[src/rtl/cdb_arbiter_pkg.sv]
// Shared FU result/CDB types and unit-count constants for the CDB arbiter.
// No logic; sizing of the request vector follows the unit counts below.
package cdb_arbiter_pkg;

  localparam int XLEN      = 32;
  localparam int ROB_IDX_W = 5;
  localparam int REG_IDX_W = 5;

  localparam int NUM_ALU_CMP_UNITS = 4;
  localparam int NUM_MULDIV_UNITS  = 0;
  localparam int NUM_LOAD_UNITS    = 0;

  localparam int NUM_CDB_REQ = NUM_ALU_CMP_UNITS + NUM_MULDIV_UNITS + NUM_LOAD_UNITS;
  localparam int NUM_CDB     = 2;

  typedef struct packed {
    logic [ROB_IDX_W-1:0] rob_idx;
    logic [REG_IDX_W-1:0] rd_addr;
    logic [XLEN-1:0]      rd_data;
  } fu_cdb_data_t;

  function automatic int wrap_inc(input int idx, input int n);
    return (idx + 1 >= n) ? 0 : idx + 1;
  endfunction

endpackage

[src/rtl/cdb_arbiter_if.sv]
// FU-result request side and CDB broadcast side of the arbiter.
// master = FUs/consumers, slave = arbiter.
interface cdb_arbiter_if
  import cdb_arbiter_pkg::*;
#(
  parameter int N_REQ   = cdb_arbiter_pkg::NUM_CDB_REQ,
  parameter int NUM_CDB = cdb_arbiter_pkg::NUM_CDB
) ();

  logic                branch_mispredict;
  logic [N_REQ-1:0]    fu_done;
  fu_cdb_data_t        fu_data [N_REQ];
  logic [N_REQ-1:0]    cdb_ack;
  logic [NUM_CDB-1:0]  cdb_valid;
  fu_cdb_data_t        cdb_data [NUM_CDB];

  modport master (
    output branch_mispredict, fu_done, fu_data,
    input  cdb_ack, cdb_valid, cdb_data
  );

  modport slave (
    input  branch_mispredict, fu_done, fu_data,
    output cdb_ack, cdb_valid, cdb_data
  );

endinterface

[src/rtl/cdb_arbiter_picker.sv]
// Combinational round-robin picker: first NUM_CDB requesters scanning from ptr_i,
// k-th winner on slot k; next pointer is one past the last winner (holds if none).
module rr_multi_picker
  import cdb_arbiter_pkg::*;
#(
  parameter int N_REQ   = 4,
  parameter int NUM_CDB = 2,
  localparam int PTR_W  = $clog2(N_REQ)
) (
  input  logic [N_REQ-1:0]   req_i,
  input  logic [PTR_W-1:0]   ptr_i,
  output logic [N_REQ-1:0]   grant_oh_o  [NUM_CDB],
  output logic [PTR_W-1:0]   grant_idx_o [NUM_CDB],
  output logic [NUM_CDB-1:0] grant_vld_o,
  output logic [PTR_W-1:0]   nxt_ptr_o
);

  always_comb begin
    int cnt;
    int idx;
    int last;
    for (int k = 0; k < NUM_CDB; k++) begin
      grant_oh_o[k]  = '0;
      grant_idx_o[k] = '0;
    end
    grant_vld_o = '0;
    nxt_ptr_o   = ptr_i;
    cnt         = 0;
    idx         = 0;
    last        = 0;
    for (int o = 0; o < N_REQ; o++) begin
      idx = int'(ptr_i) + o;
      if (idx >= N_REQ) begin
        idx = idx - N_REQ;
      end
      if (req_i[idx] && cnt < NUM_CDB) begin
        grant_oh_o[cnt][idx] = 1'b1;
        grant_idx_o[cnt]     = PTR_W'(idx);
        grant_vld_o[cnt]     = 1'b1;
        last                 = idx;
        cnt                  = cnt + 1;
      end
    end
    if (cnt > 0) begin
      nxt_ptr_o = PTR_W'(wrap_inc(last, N_REQ));
    end
  end

endmodule

[src/rtl/cdb_arbiter.sv]
// Round-robin CDB arbiter: combinational acks in cycle t, registered broadcast in t+1.
// No stall path; flush drops grants and clears broadcast valids.
module cdb_arbiter
  import cdb_arbiter_pkg::*;
#(
  parameter int N_REQ   = cdb_arbiter_pkg::NUM_CDB_REQ,
  parameter int NUM_CDB = cdb_arbiter_pkg::NUM_CDB
) (
  input logic          clk,
  input logic          rst,
  cdb_arbiter_if.slave cdb
);

  localparam int PTR_W = $clog2(N_REQ);

  logic [PTR_W-1:0]   rr_ptr_q, rr_ptr_d;
  logic [NUM_CDB-1:0] cdb_valid_q, cdb_valid_d;
  fu_cdb_data_t       cdb_data_q [NUM_CDB];
  fu_cdb_data_t       cdb_data_d [NUM_CDB];

  logic [N_REQ-1:0]   grant_oh  [NUM_CDB];
  logic [PTR_W-1:0]   grant_idx [NUM_CDB];
  logic [NUM_CDB-1:0] grant_vld;
  logic [PTR_W-1:0]   nxt_ptr;
  logic               grant_en;
  logic [N_REQ-1:0]   ack_c;

  rr_multi_picker #(
    .N_REQ   (N_REQ),
    .NUM_CDB (NUM_CDB)
  ) u_picker (
    .req_i       (cdb.fu_done),
    .ptr_i       (rr_ptr_q),
    .grant_oh_o  (grant_oh),
    .grant_idx_o (grant_idx),
    .grant_vld_o (grant_vld),
    .nxt_ptr_o   (nxt_ptr)
  );

  // Reset and flush both suppress the whole grant, including the pointer advance.
  assign grant_en = !rst && !cdb.branch_mispredict;

  always_comb begin
    ack_c = '0;
    if (grant_en) begin
      for (int k = 0; k < NUM_CDB; k++) begin
        ack_c = ack_c | grant_oh[k];
      end
    end
  end

  always_comb begin
    rr_ptr_d    = rr_ptr_q;
    cdb_valid_d = '0;
    cdb_data_d  = cdb_data_q;
    if (grant_en) begin
      rr_ptr_d = nxt_ptr;
      for (int k = 0; k < NUM_CDB; k++) begin
        if (grant_vld[k]) begin
          cdb_valid_d[k] = 1'b1;
          cdb_data_d[k]  = cdb.fu_data[grant_idx[k]];
        end
      end
    end
  end

  always_ff @(posedge clk or posedge rst) begin
    if (rst) begin
      rr_ptr_q    <= '0;
      cdb_valid_q <= '0;
      for (int k = 0; k < NUM_CDB; k++) begin
        cdb_data_q[k] <= '0;
      end
    end else begin
      rr_ptr_q    <= rr_ptr_d;
      cdb_valid_q <= cdb_valid_d;
      cdb_data_q  <= cdb_data_d;
    end
  end

  assign cdb.cdb_ack   = ack_c;
  assign cdb.cdb_valid = cdb_valid_q;
  assign cdb.cdb_data  = cdb_data_q;

endmodule

[src/flat_wrapper.sv]
// flat-port wrapper written by rule: the top's interface ports become plain ports
module cdb_arbiter_flat import cdb_arbiter_pkg::*;
#(
  parameter int N_REQ   = cdb_arbiter_pkg::NUM_CDB_REQ,
  parameter int NUM_CDB = cdb_arbiter_pkg::NUM_CDB
)
  (clk, rst, cdb_branch_mispredict, cdb_fu_done, cdb_fu_data, cdb_cdb_ack, cdb_cdb_valid, cdb_cdb_data);
  cdb_arbiter_if #(.N_REQ(N_REQ), .NUM_CDB(NUM_CDB)) cdb_i ();
  input logic clk;
  input logic rst;
  input wire logic [$bits(cdb_i.branch_mispredict)-1:0] cdb_branch_mispredict;
  input wire logic [$bits(cdb_i.fu_done)-1:0] cdb_fu_done;
  input wire logic [$bits(cdb_i.fu_data)-1:0] cdb_fu_data;
  output wire logic [$bits(cdb_i.cdb_ack)-1:0] cdb_cdb_ack;
  output wire logic [$bits(cdb_i.cdb_valid)-1:0] cdb_cdb_valid;
  output wire logic [$bits(cdb_i.cdb_data)-1:0] cdb_cdb_data;
  assign cdb_i.branch_mispredict = cdb_branch_mispredict;
  assign cdb_i.fu_done = cdb_fu_done;
  assign cdb_i.fu_data = {>>{cdb_fu_data}};
  assign cdb_cdb_ack = cdb_i.cdb_ack;
  assign cdb_cdb_valid = cdb_i.cdb_valid;
  assign cdb_cdb_data = {>>{cdb_i.cdb_data}};
  cdb_arbiter #(.N_REQ(N_REQ), .NUM_CDB(NUM_CDB)) u_core (.clk(clk), .rst(rst), .cdb(cdb_i));
endmodule
[config.mk]
export PLATFORM = sky130hd
export DESIGN_NAME = cdb_arbiter_flat
export DESIGN_NICKNAME = d
export VERILOG_FILES = /design/src/rtl/cdb_arbiter_pkg.sv /design/src/rtl/cdb_arbiter_if.sv /design/src/rtl/cdb_arbiter_picker.sv /design/src/rtl/cdb_arbiter.sv /design/src/flat_wrapper.sv
export SDC_FILE = /design/constraint.sdc
export NUM_CORES = 1
export LEC_CHECK = 0
export CORE_ASPECT_RATIO = 0.8
export CORE_UTILIZATION = 49
export CTS_BUF_LIST = sky130_fd_sc_hd__clkbuf_16
export CTS_CLUSTER_SIZE = 20
export DETAILED_ROUTE_END_ITERATION = 16
export GPL_TIMING_DRIVEN = 1
export PLACE_DENSITY = 0.9
export SLEW_MARGIN = 10
export SYNTH_ARGS = -nofsm -noshare
export SYNTH_HDL_FRONTEND = slang
export SYNTH_HIERARCHICAL = 1
export SYNTH_SLANG_ARGS = --single-unit
[constraint.sdc]
create_clock -name clk -period 18.1 [get_ports clk]
set_input_delay 3.62 -clock clk [delete_from_list [all_inputs] [get_ports clk]]
set_output_delay 3.62 -clock clk [all_outputs]
set_load 0.02 [all_outputs]
Word-level counts from Yosys, hierarchy flattened
Index checks and enable logic that the tools add are counted.
{"block": "classes", "addsub": 11, "magnitude_cmp": 31, "n_mux": 76, "bitwise": 12, "reduce_logical": 19}
{"op": "32-bit two-way mux", "count": 11}
{"op": "32-bit by 1-bit greater-or-equal comparator with 1-bit output (second input constant)", "count": 7}
{"op": "32-bit by 3-bit < comparator with 1-bit output (second input constant)", "count": 6}
{"op": "42-bit binary-select mux with 2-bit select", "count": 2}
{"op": "42-bit two-way mux", "count": 4}
{"op": "32-bit by 2-bit adder with 32-bit output (second input constant)", "count": 4}
{"op": "32-bit by 4-bit < comparator with 1-bit output (second input constant)", "count": 4}
{"op": "32-bit by 2-bit greater-or-equal comparator with 1-bit output (second input constant)", "count": 3}
{"op": "32-bit by 1-bit < comparator with 1-bit output (second input constant)", "count": 3}
{"op": "32-bit NOT", "count": 3}
{"op": "32-bit by 4-bit greater-or-equal comparator with 1-bit output (second input constant)", "count": 1}
{"op": "32-bit by 1-bit > comparator with 1-bit output (second input constant)", "count": 1}
{"op": "4-bit two-way mux", "count": 8}
{"op": "8-bit two-way mux", "count": 3}
{"op": "8-bit bitwise OR", "count": 3}
{"op": "1-bit two-way mux", "count": 19}
{"op": "2-bit two-way mux", "count": 9}
{"op": "3-bit greater-or-equal comparator (second input constant)", "count": 5}
{"op": "1-bit logical AND", "count": 14}
{"op": "4-bit bitwise mux", "count": 3}
{"op": "4-bit demux with 1-bit select", "count": 3}
{"op": "3-bit by 3-bit subtractor with 4-bit output (second input constant)", "count": 3}
{"op": "1-bit binary-select mux with 2-bit select", "count": 4}
{"op": "1-bit demux with 2-bit select", "count": 4}
{"op": "other kinds (12)", "count": 22}
{"block": "totals", "reg_bits": 88, "word_cells": 157}

Depth between registers and ports, before layout
{"block": "logic_depth", "depth_word": 23, "mapped_depth": 27, "ltp_nobuf": 24}

Cells and area by module
Netlist, hierarchy kept.
{"mod": "cdb_arbiter", "instances": 1, "cells_per_inst": 294, "area_per_inst_um2": 5768.0, "seq_area_each_um2": 2202.1}
{"mod": "rr_multi_picker", "instances": 1, "cells_per_inst": 152, "area_per_inst_um2": 1202.4, "seq_area_each_um2": 0.0}

Worst setup path after synthesis
No wires, ideal clock.
{"block": "synth_path", "kind": "input to output", "from": "in cdb_fu_done[1]", "to": "out cdb_cdb_ack[0]", "arrival_ns": 6.756, "t_required_ns": 14.480, "slack_ns": 7.724, "path_stages": 13, "path_buffers": 1, "path_cell_list": "mux2_2 o21ai_0 inv_1 ha_1 or2_2 a2bb2oi_2 inv_2 fa_1 and3_1 clkbuf_1 a222oi_1 inv_1 o21a_1"}
{"item": "start: declaration", "line_no": "flat_wrapper.sv:12", "text": "input wire logic [$bits(cdb_i.fu_done)-1:0] cdb_fu_done;"}
{"item": "end: declaration", "line_no": "flat_wrapper.sv:14", "text": "output wire logic [$bits(cdb_i.cdb_ack)-1:0] cdb_cdb_ack;"}

==> metrics <==
outcome finished clean; GR Overflow Total 0; distinct cell type count after synthesis 59; category of the worst setup path launch point input port; unrepaired setup endpoints after global routing false; clock transition at the registers of the reported paths 0.06 ns; final HPWL from detailed placement 15000 um; post-detailed-route via-to-cell ratio 5.99; final critical delay including setup and external delays 11.90 ns; diodes inserted 0; clock latency on the worst-skew pair 0.35 ns; top flip-flop cell by instance count after synthesis sky130_fd_sc_hd__dfrtp_1; largest fanout of any net on the critical path 11; Worst Path Class, Setup input port to output port; Final Skew 0.00900 ns; top library cells by usage in the layout, fill and taps aside sky130_fd_sc_hd__clkdlybuf4s50_1 (264), sky130_fd_sc_hd__dfrtp_1 (88), sky130_fd_sc_hd__mux4_2 (81), sky130_fd_sc_hd__mux2_4 (80), sky130_fd_sc_hd__ha_1 (24); sequential cell area fraction in the yosys report 0.316; clk root buf sky130_fd_sc_hd__clkbuf_16; Final Core Density 0.720; quantity of hold-fixing buffers added after cts 0; post-detailed-route count of antenna-violating nets 0; effective utilization at floorplan 0.507; Final Cycle Share 0.658; post-route DRC violation count 0; CP endpoint kind output port; slew at the pin with the worst max-slew slack 1.22 ns; H-tree depth reported by CTS 3; Final nets 896; pwr dens 221 nW/um^2; class of the tightest hold or removal check register to register; Power Total 2.19 mW; drt initial violations 338; clock net sink count 88; max cap viols 0; Placement Rows 38; most common cell after layout, fill and taps aside sky130_fd_sc_hd__clkdlybuf4s50_1; deepest clock path buffer count 2; initial antenna violation count 0; total routing resource utilization after global routing 0.283; Required @ worst endpoint 14.48 ns; async set or reset register ratio after synthesis 1.00; Boundary Pins 265; post-cts repair resize count 0; Worst Hold Launch u_core/cdb.cdb_data[61]; count of buffers inserted at the top-level ports 264; Area growth syn-to-layout 41.8%; Chip Height 109 um; clock tree from TritonCTS built; number of global-route vias before repair 5905; average wire per standard cell 22.9 um; number of buffers added by the clock tree synthesis step 9; fraction of final layout cells with drive strength greater than 1 0.307; pin count of the biggest net entering global routing 70; die area 14700 um^2; core region area 13700 um^2; number of pins exceeding their max-slew limit in the final report 0; upper clock frequency limit 84.0 MHz; first-pass GRT wire length 31000 um; leak pwr 3.91 nW; worst ir drop on vdd 0.118 mV; post-synth design cell area 6970 um^2; number of enable-type register cells in the synthesized netlist 0; final hold violation count 0; worst endpoint data arrival time 8.28 ns; average cell area after synthesis 15.6 um^2; wire length reported by the detailed router 20200 um; synthesized netlist cell count 446; buffer count from post-CTS setup fixing 0; Slew Limit Headroom 0.187; final total negative setup slack 0 ns; total of endpoints with negative setup slack in the final report 0; Worst setup startpoint cdb_fu_done[3]; origin of the critical flop-to-flop path u_core/rr_ptr_q[0]; number of flip-flops and latches in the synthesized netlist 88; drt pass-1 iters 5; final RePlAce weighted congestion 0.880; via count 5276; die width 135 um; Net Count, Synth 646; Yosys Warn Count 6
==> per-layer routing <==
| metal | share of wire | vias to the layer above | global-route usage |
|---|---|---|---|
| li1 | - | 2301 | - |
| met1 | 0.39 | 2643 | 0.341 |
| met2 | 0.51 | 302 | 0.491 |
| met3 | 0.083 | 30 | 0.0697 |
| met4 | 0.018 | 0 | 0.108 |
| met5 | 0 | - | 0 |
==> where the power goes <==
group | total, mW | switching [mW] | internal (mW)
sequential | 0.363 | 0.0625 | 0.300
combinational | 1.65 | 0.741 | 0.912
clock | 0.173 | 0.0805 | 0.0927
==> final timing paths <==
check                                               end  slack (ns)  depth (start not counted)
worst max register to register       u_core/rr_ptr_q[0]       10.57                         24
worst max-delay path                     cdb_cdb_ack[2]        6.20                         16
min in group asynchronous       u_core/cdb.cdb_data[81]        3.75                          2
worst min register to register  u_core/cdb.cdb_data[61]        0.51                          1
max in group asynchronous       u_core/cdb.cdb_data[73]       13.15                          3
worst min-delay path            u_core/cdb.cdb_data[61]        0.51                          1
==> layout make-up <==
type / count / area, um^2
clock buffers: 9 / 225
clock inverters: 7 / 47.5
well taps: 180 / 225
repair buffers: 273 / 2730
inverters: 15 / 57.6
multi-input cells: 309 / 4400
fillers: 882 / 3850
flip-flops and latches: 88 / 2200
==> worst max-delay path, cell delays in order <==
cell	delay [ns]
sky130_fd_sc_hd__clkdlybuf4s50_1	0.55
sky130_fd_sc_hd__mux2i_2	0.17
sky130_fd_sc_hd__nand2_1	0.11
sky130_fd_sc_hd__o21ai_0	0.19
sky130_fd_sc_hd__inv_1	0.37
sky130_fd_sc_hd__ha_1	0.40
sky130_fd_sc_hd__and2b_2	0.29
sky130_fd_sc_hd__a2bb2oi_2	0.30
sky130_fd_sc_hd__inv_2	0.13
sky130_fd_sc_hd__fa_1	0.63
sky130_fd_sc_hd__nor2_1	0.11
sky130_fd_sc_hd__and2_1	0.21
sky130_fd_sc_hd__a22o_1	0.25
sky130_fd_sc_hd__a221o_1	0.27
sky130_fd_sc_hd__o21a_1	0.17
sky130_fd_sc_hd__clkdlybuf4s50_1	0.53
==> stage by stage <==
stage	setup slack [ns]	std cells	cell area, um^2	hold WS (ns)
after CTS	6.29	880	9860	0.515
after floorplan	7.72	446	6970	0.604
after global placement	6.35	864	9590	0.491
after detailed placement	6.30	864	9590	0.493
after global routing	5.95	881	9890	0.526
final	6.20	881	9890	0.511
==> flip-flops by register name, summed over array words and instances (netlist names) <==
name                  cells
u_core/cdb.cdb_data      84
u_core/cdb.cdb_valid      2
u_core/rr_ptr_q           2
==> cells by family (layout without fill, tap and decap cells) <==
kind of cell | count (synthesis) | count (layout) | synth area share
AOI/OAI and AO/OA | 46 | 46 | 0.0540
muxes | 182 | 182 | 0.476
adders and majority gates | 25 | 25 | 0.0460
and+or+nand+nor | 56 | 56 | 0.0481
DFF | 88 | 88 | 0.316
buffers and inverters | 49 | 304 | 0.0603
==> cells in the mapped netlist, types with 2 or more instances <==
cell / number / area (um^2)
sky130_fd_sc_hd__clkbuf_1: 8 / 30.0
sky130_fd_sc_hd__o21ai_0: 5 / 25.0
sky130_fd_sc_hd__o22ai_1: 2 / 12.5
sky130_fd_sc_hd__nand3_1: 4 / 20.0
sky130_fd_sc_hd__or2_2: 3 / 18.8
sky130_fd_sc_hd__ha_1: 24 / 300
sky130_fd_sc_hd__mux2i_1: 7 / 70.1
sky130_fd_sc_hd__a221o_1: 4 / 40.0
sky130_fd_sc_hd__nand4_1: 2 / 12.5
sky130_fd_sc_hd__nand2_1: 13 / 48.8
sky130_fd_sc_hd__mux4_1: 4 / 105
sky130_fd_sc_hd__clkbuf_2: 2 / 10.0
sky130_fd_sc_hd__buf_12: 8 / 160
sky130_fd_sc_hd__a2111o_1: 2 / 22.5
sky130_fd_sc_hd__a22o_1: 4 / 35.0
sky130_fd_sc_hd__inv_1: 14 / 52.6
sky130_fd_sc_hd__o32ai_1: 2 / 17.5
sky130_fd_sc_hd__a222oi_1: 4 / 40.0
sky130_fd_sc_hd__buf_2: 3 / 15.0
sky130_fd_sc_hd__nor4b_1: 2 / 17.5
sky130_fd_sc_hd__o21a_1: 4 / 30.0
sky130_fd_sc_hd__nor3b_4: 2 / 37.5
sky130_fd_sc_hd__or4b_2: 2 / 20.0
sky130_fd_sc_hd__nor2_1: 14 / 52.6
sky130_fd_sc_hd__buf_6: 12 / 135
sky130_fd_sc_hd__mux2_2: 9 / 101
sky130_fd_sc_hd__a22oi_1: 2 / 15.0
sky130_fd_sc_hd__a21oi_1: 5 / 25.0
sky130_fd_sc_hd__mux2_4: 80 / 1200
sky130_fd_sc_hd__a2bb2oi_1: 2 / 17.5
sky130_fd_sc_hd__mux4_2: 81 / 1820
sky130_fd_sc_hd__nor2b_1: 2 / 12.5
sky130_fd_sc_hd__dfrtp_1: 88 / 2200
(Power assumes the default switching activity.)
